### src/rtl/booth_iter_sequencer.sv
// Programmable iteration controller for the Booth add/shift datapath.
// Counts 1..MAX_ITER steps per operation with stall/abort and a start/done handshake.
module booth_iter_sequencer #(
    parameter int MAX_ITER = 16,
    parameter int CNT_W    = 5
) (
    input  logic             clk,
    input  logic             reset,
    input  logic             start,
    input  logic [CNT_W-1:0] iter_cnt,
    input  logic             stall,
    input  logic             abort,
    output logic             busy,
    output logic             step_en,
    output logic [CNT_W-1:0] step_idx,
    output logic             last,
    output logic             done
);

    typedef enum logic [1:0] {
        IDLE = 2'd0,
        RUN  = 2'd1,
        DONE = 2'd2
    } state_t;

    localparam logic [CNT_W-1:0] MAX_C = CNT_W'(MAX_ITER);
    localparam logic [CNT_W-1:0] ONE_C = CNT_W'(1);

    state_t           state;
    state_t           state_nxt;
    logic [CNT_W-1:0] term;
    logic             load;
    logic             abort_run;

    // Zero and out-of-range requests fall back to a full-width operation.
    function automatic logic [CNT_W-1:0] clamp_iter(input logic [CNT_W-1:0] c);
        if ((c == '0) || (c > MAX_C))
            return MAX_C;
        return c;
    endfunction

    always_ff @(posedge clk or negedge reset) begin
        if (!reset)
            state <= IDLE;
        else
            state <= state_nxt;
    end

    always_comb begin
        state_nxt = state;
        case (state)
            IDLE: begin
                if (start)
                    state_nxt = RUN;
            end
            RUN: begin
                if (abort)
                    state_nxt = IDLE;
                else if (stall)
                    state_nxt = RUN;
                else if (last)
                    state_nxt = DONE;
                else
                    state_nxt = RUN;
            end
            DONE: begin
                state_nxt = start ? RUN : IDLE;
            end
            default: state_nxt = IDLE;
        endcase
    end

    always_comb begin
        busy    = (state == RUN);
        done    = (state == DONE);
        step_en = (state == RUN) & ~stall & ~abort;
    end

    assign load      = start & ((state == IDLE) | (state == DONE));
    assign abort_run = (state == RUN) & abort;

    // last is computed one step ahead so the final step needs no compare on step_idx.
    always_ff @(posedge clk or negedge reset) begin
        if (!reset) begin
            term     <= MAX_C;
            step_idx <= '0;
            last     <= 1'b0;
        end else if (load) begin
            term     <= clamp_iter(iter_cnt);
            step_idx <= '0;
            last     <= (clamp_iter(iter_cnt) == ONE_C);
        end else if (abort_run) begin
            step_idx <= '0;
            last     <= 1'b0;
        end else if (step_en) begin
            if (last) begin
                step_idx <= '0;
                last     <= 1'b0;
            end else begin
                step_idx <= step_idx + ONE_C;
                last     <= ((step_idx + ONE_C) == (term - ONE_C));
            end
        end
    end

endmodule

### config.mk
export PLATFORM = sky130hd
export DESIGN_NAME = booth_iter_sequencer
export DESIGN_NICKNAME = d
export VERILOG_FILES = /design/src/rtl/booth_iter_sequencer.sv
export SDC_FILE = /design/constraint.sdc
export NUM_CORES = 1
export LEC_CHECK = 0
export ABC_AREA = 1
export CAP_MARGIN = 10
export CORE_MARGIN = 2
export CORE_UTILIZATION = 45
export DETAILED_ROUTE_END_ITERATION = 10
export GPL_ROUTABILITY_DRIVEN = 0
export PLACE_DENSITY = 0.75
export SETUP_SLACK_MARGIN = 0.15
export SYNTH_ARGS = -nofsm -noshare
export SYNTH_HDL_FRONTEND = slang
export SYNTH_SLANG_ARGS = --single-unit
### constraint.sdc
create_clock -name clk -period 1.4 [get_ports clk]
set_input_delay 0.28 -clock clk [delete_from_list [all_inputs] [get_ports clk]]
set_output_delay 0.28 -clock clk [all_outputs]
set_load 0.02 [all_outputs]
-- After elaboration in Yosys (flattened, before gate mapping)
Index checks and enable logic that the tools add are counted.
- reductions and logical operators: 4
- equal/unequal tests: 5
- shift operators: 0
- div/mod/pow operators: 0
- multiply operators: 0
- muxes and demuxes: 19
- bitwise logic cells: 7
- $lt $le $gt $ge: 1
- add/sub/neg operators: 2
- operators with widths (cell ; number):
    two-way mux 5 bit ; 7
    two-way mux 2 bit ; 4
    two-way mux 1 bit ; 7
    one-hot mux 2 bit (3 select lines) ; 1
    adder 5 x 1 -> 5 bit (second input constant) ; 1
    == test 5 x 1 -> 1 bit (second input constant) ; 1
    == test 5 bit ; 1
    > comparator 5 bit (second input constant) ; 1
    logical NOT 5 bit ; 1
    subtractor 5 x 1 -> 5 bit (second input constant) ; 1
    AND 1 bit ; 4
    nonzero test 3 bit ; 1
    == test 2 x 1 -> 1 bit (second input constant) ; 1
    == test 2 bit (second input constant) ; 1
    logical NOT 2 bit ; 1
    != test 2 bit (second input constant) ; 1
    NOT 1 bit ; 2
    logical OR 1 bit ; 1
    OR 1 bit ; 1
- bits in read-only memories: 0
- bits in registers: 13
- latch bits: 0
- logic and storage cells: 42
- bits of input ports: 10
- memory bits (writable): 0
- memories kept: 0
- output and inout bits: 9

-- Depth between registers and ports, before layout
- depth in word-level cells: 8
- depth in mapped cells: 10
- depth with buffers taken out: 10

-- Worst setup path after synthesis
OpenSTA, ideal clock, no wires.
- path kind: flip-flop to flip-flop
- start: register step_idx[0]
- end: register last
- required time: 1327 ps
- path buffers: 0
- arrival: 1372 ps
- cell stages (with the launch flop): 10
- slack: -45 ps
- setup time: 73 ps
- period minus slack after synthesis: 1445 ps
- path through: dfrtp_1 > ha_1 > inv_1 > nand2_1 > nand2_1 > nand2_1 > nand2_1 > nor2_1 > nand3_1 > a21oi_2
- longest elaborated chain between the ends: 6
- ends and longest elaborated chain (what ; RTL line ; RTL):
    start, declared ; 15 ; output logic [CNT_W-1:0] step_idx,
    start signal, assigned ; 100 ; step_idx <= step_idx + ONE_C;
    adder 5 x 1 -> 5 bit ; 101 ; last <= ((step_idx + ONE_C) == (term - ONE_C));
    == test 5 bit ; 101 ;
    two-way mux 1 bit ; 96 ; if (last) begin
    two-way mux 1 bit ; 95 ; end else if (step_en) begin
    two-way mux 1 bit ; 92 ; end else if (abort_run) begin
    two-way mux 1 bit ; 88 ; end else if (load) begin
    end signal, assigned ; 91 ; last <= (clamp_iter(iter_cnt) == ONE_C);
    end signal, assigned ; 101 ;
    end, declared ; 16 ; output logic last,
No other way between the ends. The select of a mux whose other input is x is not followed.
A chain may end at the register's enable or synchronous reset.

-- Worst setup path in the final report
- start: register state[1]
- end: output port step_en
- longest elaborated chain between the ends: 3
- ends and longest elaborated chain (what ; RTL line ; RTL):
    start, declared ; 29 ; state_t state;
    start signal, assigned ; 46 ; state <= state_nxt;
    == test 2 x 1 -> 1 bit ; 76 ; step_en = (state == RUN) & ~stall & ~abort;
    AND 1 bit (2 in series) ; 76 ;
    end, declared ; 14 ; output logic step_en,
No other way between the ends.

==> metrics.txt <==
# TYPE chip_impl_metric gauge
chip_impl_info{name="status",value="complete, but fails checks"} 1
chip_impl_info{name="violations",value="negative setup slack"} 1
chip_impl_metric{name="routed_via_density",unit=""} 4.94
chip_impl_metric{name="drt.antenna.violating_nets",unit=""} 0
chip_impl_metric{name="maxClockFrequency",unit="MHz"} 697
chip_impl_metric{name="worst-slew-pin-transition",unit="ns"} 0.240
chip_impl_metric{name="slew-limit-headroom",unit="%"} 83.9
chip_impl_metric{name="place.port_buffers",unit=""} 18
chip_impl_metric{name="first_pass_iters",unit=""} 4
chip_impl_metric{name="dr.first_iter.drc_count",unit=""} 18
chip_impl_metric{name="synthDistinctLibCells",unit=""} 23
chip_impl_metric{name="holdBufCountCts",unit=""} 0
chip_impl_metric{name="combinationalPowerShare",unit="%"} 53.6
chip_impl_info{name="synth-main-ff-cell",value="sky130_fd_sc_hd__dfrtp_1"} 1
chip_impl_metric{name="worstPathBufferInverterCount",unit=""} 1
chip_impl_info{name="synthDominantAreaCellType",value="sky130_fd_sc_hd__dfrtp_1"} 1
chip_impl_metric{name="timing.final.ws_setup",unit="ns"} -0.0353
chip_impl_metric{name="p_sw",unit="mW"} 0.636
chip_impl_metric{name="num_antenna_cells",unit=""} 0
chip_impl_metric{name="total_clock_buffers_created_by_cts",unit=""} 3
chip_impl_metric{name="max_cap_viol_count",unit=""} 0
chip_impl_metric{name="cts_htree_levels",unit=""} 1
chip_impl_metric{name="vias",unit=""} 1053
chip_impl_metric{name="final_hold_viol_count",unit=""} 0
chip_impl_metric{name="grt_max_degree",unit=""} 14
chip_impl_metric{name="setup_viol",unit=""} 1
chip_impl_metric{name="dp_cells",unit=""} 199
chip_impl_info{name="most_common_cell_in_the_netlist",value="sky130_fd_sc_hd__nand2_1"} 1
chip_impl_metric{name="chipHeight",unit="um"} 50.1
chip_impl_metric{name="switching_share",unit="%"} 40.3
chip_impl_metric{name="io_pins",unit=""} 19
chip_impl_info{name="unrepaired_setup_endpoints_after_global_routing",value="true"} 1
chip_impl_metric{name="core_ar",unit="mm^2"} 0.00198
chip_impl_metric{name="syn_to_final_growth",unit="%"} 52.9
chip_impl_metric{name="worstPathRequired",unit="ns"} 1.12
chip_impl_metric{name="ys_seq_elements",unit=""} 13
chip_impl_info{name="cts_tree",value="built"} 1
chip_impl_metric{name="final-instance-count-excl-fill",unit=""} 213
chip_impl_metric{name="layout-drive-gt1-share",unit="%"} 41.9
chip_impl_metric{name="p_per_area",unit="mW/mm^2"} 1080
chip_impl_metric{name="netlist_area",unit="um^2"} 957
chip_impl_info{name="crit_chain",value="nor2_4, nand2_4, nor2_8, buf_6"} 1
chip_impl_metric{name="synthesis.instances",unit=""} 136
chip_impl_metric{name="synth.yosys.seq_area_share",unit="%"} 34.1
chip_impl_metric{name="power_report.internal_total",unit="mW"} 0.942
chip_impl_info{name="timing.critical_path.to_type",value="primary output"} 1
chip_impl_info{name="cp_slowest_cell",value="sky130_fd_sc_hd__dfrtp_1"} 1
chip_impl_metric{name="wl",unit="um"} 2520
chip_impl_metric{name="clockPowerShare",unit="%"} 15.5
chip_impl_metric{name="drc_errors",unit=""} 0
chip_impl_metric{name="number_of_global_route_vias_before_repair",unit=""} 976
chip_impl_metric{name="ctsLongestPathBuffers",unit=""} 2
chip_impl_metric{name="min_period",unit="ns"} 1.44
chip_impl_metric{name="pins_over_slew_limit",unit=""} 0
chip_impl_metric{name="die_area",unit="mm^2"} 0.00251
chip_impl_metric{name="yosys.area.top_type_share",unit="%"} 31.4
chip_impl_metric{name="die-width",unit="um"} 50.1
chip_impl_metric{name="yosysWarningCount",unit=""} 0
chip_impl_metric{name="total_leakage_power",unit="nW"} 0.770
chip_impl_info{name="yosys-top-cells-count",value="sky130_fd_sc_hd__nand2_1, sky130_fd_sc_hd__inv_1, sky130_fd_sc_hd__nand3_1"} 1
chip_impl_metric{name="fin_worst_skew",unit="ns"} 0.00303
chip_impl_metric{name="worstSetupPathDepth",unit=""} 4
chip_impl_info{name="hp-class",value="primary input to register"} 1
chip_impl_metric{name="synth_fp_nets",unit=""} 149
chip_impl_metric{name="starting_utilization_of_the_core_area",unit="%"} 48.3
chip_impl_metric{name="post_synth_edffs",unit=""} 0
chip_impl_metric{name="path_max_fanout",unit=""} 2
chip_impl_metric{name="cells_on_worst_reg2reg_path",unit=""} 10
chip_impl_metric{name="vdd.ir_drop.worst",unit="mV"} 0.734
chip_impl_metric{name="postSynthAreaPerCell",unit="um^2"} 7.04
chip_impl_info{name="setup.worst_path.start_class",value="register"} 1
chip_impl_metric{name="layout.core_utilization",unit="%"} 73.9
chip_impl_metric{name="critical_path.max_stage_delay",unit="ns"} 0.43
chip_impl_info{name="critical_path.top_delay_family",value="flip-flops"} 1
chip_impl_metric{name="dp_hpwl",unit="um"} 1770
chip_impl_metric{name="grtUsageTotal",unit="%"} 22.7
chip_impl_metric{name="wl_per_cell",unit="um"} 11.8
chip_impl_metric{name="power_frac_seq",unit="%"} 31.0
chip_impl_metric{name="timing.final.crit_share",unit="%"} 103
chip_impl_metric{name="dp_worst_setup_slack",unit="ns"} -0.475
chip_impl_metric{name="insertion_delay",unit="ns"} 0.28
chip_impl_info{name="critical_path_class",value="register to primary output"} 1
chip_impl_metric{name="setup.reg_to_reg.worst_slack",unit="ns"} 0.02
chip_impl_metric{name="layout.cell_area.non_filler",unit="mm^2"} 0.00146
chip_impl_metric{name="synth_async_reset_ratio",unit="%"} 100
chip_impl_metric{name="cp_data_arrival_time",unit="ns"} 1.16
chip_impl_metric{name="finalNetCount",unit=""} 200
chip_impl_info{name="synth.area.top_cells",value="sky130_fd_sc_hd__dfrtp_1, sky130_fd_sc_hd__nand2_1, sky130_fd_sc_hd__inv_1"} 1
chip_impl_metric{name="fp-row-count",unit=""} 16
chip_impl_metric{name="dpl_cell_area",unit="mm^2"} 0.00132
chip_impl_info{name="clock-root-buffer",value="sky130_fd_sc_hd__clkbuf_4"} 1
chip_impl_metric{name="globalRoute.totalOverflow",unit=""} 0
chip_impl_metric{name="whs_path_depth",unit=""} 3
chip_impl_metric{name="numClockSinks",unit=""} 13
chip_impl_metric{name="clock_slew_at_the_register_clock_pins_of_the_worst_setup_and_hold_paths",unit="ns"} 0.09
chip_impl_metric{name="grt_first_pass_wirelength",unit="um"} 4220
chip_impl_metric{name="antenna_violations_before_repair",unit=""} 0
==> state kept, by name (all words and copies together), names as in the netlist <==
register	count
last	1
state	2
step_idx	5
term	5
==> what timing repair did <==
item                       4_1_cts  5_1_grt
setup endpoints to repair       14       13
gates resized for setup         62       20
pin swaps                       11       11
buffers inserted                 8        2
==> routing by layer <==
metal | GRT usage, % | up-vias | part of all wire [%] | wire length [um]
met5 | 0 | - | 0 | 0
met4 | 12.5 | 0 | 2.0 | 51
met3 | 3.94 | 6 | 3.8 | 96
met2 | 40.4 | 25 | 56 | 1410
met1 | 25.2 | 490 | 38 | 963
li1 | - | 532 | - | -
==> through the flow <==
stage,hold WS (ns),power [mW],setup TNS (ns)
floorplan,-0.0156,0.951,0
global placement,0.542,1.20,-1.90
detailed placement,0.555,1.23,-2.67
CTS,0.304,1.53,-0.0200
global route,0.302,1.70,-0.169
finish,0.262,1.58,-0.0353
==> cell type report <==
cell class / instances / area [um^2]
Clock buffer: 4 / 26.3
Fill cell: 147 / 518
Inverter: 26 / 100
Multi-Input combinational cell: 96 / 604
Sequential cell: 13 / 329
Tap cell: 27 / 33.8
Timing Repair Buffer: 47 / 370
==> worst paths after layout <==
path,from,to
worst max-delay path,state[1]$_DFFE_PN0P_,step_en
worst min-delay path,iter_cnt[3],term[3]$_DFFE_PN0P_
worst max register to register,term[0]$_DFFE_PN0P_,last$_DFFE_PN0P_
worst min register to register,term[4]$_DFFE_PN1P_,term[4]$_DFFE_PN1P_
max in group asynchronous,reset,term[4]$_DFFE_PN1P_
min in group asynchronous,reset,step_idx[3]$_DFFE_PN0P_
==> cell families (layout without fill, tap and decap cells) <==
kind of cell | Yosys count | in the layout | share of synthesized area (%)
flops | 13 | 13 | 34.1
compound gates | 12 | 12 | 8.37
fa+ha+maj | 3 | 3 | 3.92
buf+inv | 27 | 77 | 11.2
simple gates | 81 | 81 | 42.4
==> placed cells by master (no fill, tap or decap), types with 3 or more instances in the layout <==
master / count
sky130_fd_sc_hd__nand2_1: 43
sky130_fd_sc_hd__nor2_4: 5
sky130_fd_sc_hd__inv_2: 9
sky130_fd_sc_hd__clkbuf_4: 3
sky130_fd_sc_hd__nand2_4: 3
sky130_fd_sc_hd__buf_2: 3
sky130_fd_sc_hd__ha_4: 3
sky130_fd_sc_hd__clkbuf_2: 5
sky130_fd_sc_hd__inv_1: 15
sky130_fd_sc_hd__dfrtp_1: 10
sky130_fd_sc_hd__nand4_1: 6
sky130_fd_sc_hd__nor2_1: 4
sky130_fd_sc_hd__buf_4: 27
sky130_fd_sc_hd__nand3_1: 14
sky130_fd_sc_hd__o21ai_1: 4
sky130_fd_sc_hd__clkdlybuf4s50_1: 4
sky130_fd_sc_hd__buf_6: 7
==> worst register-to-register path: cells and delay by family, from the launching register on <==
kind	cells	cell delay [ns]
compound gates	1	0.13
flops	1	0.38
buf+inv	2	0.10
fa+ha+maj	1	0.26
simple gates	6	0.45
==> power by group through the flow <==
stage               registers, mW  clock network, mW  logic (mW)
global placement            0.487                  0       0.717
finish                      0.489              0.244       0.846
detailed placement          0.492                  0       0.743
floorplan                   0.517                  0       0.434
global route                0.495              0.263       0.945
CTS                         0.484              0.249       0.800
(Power assumes the default switching activity.)
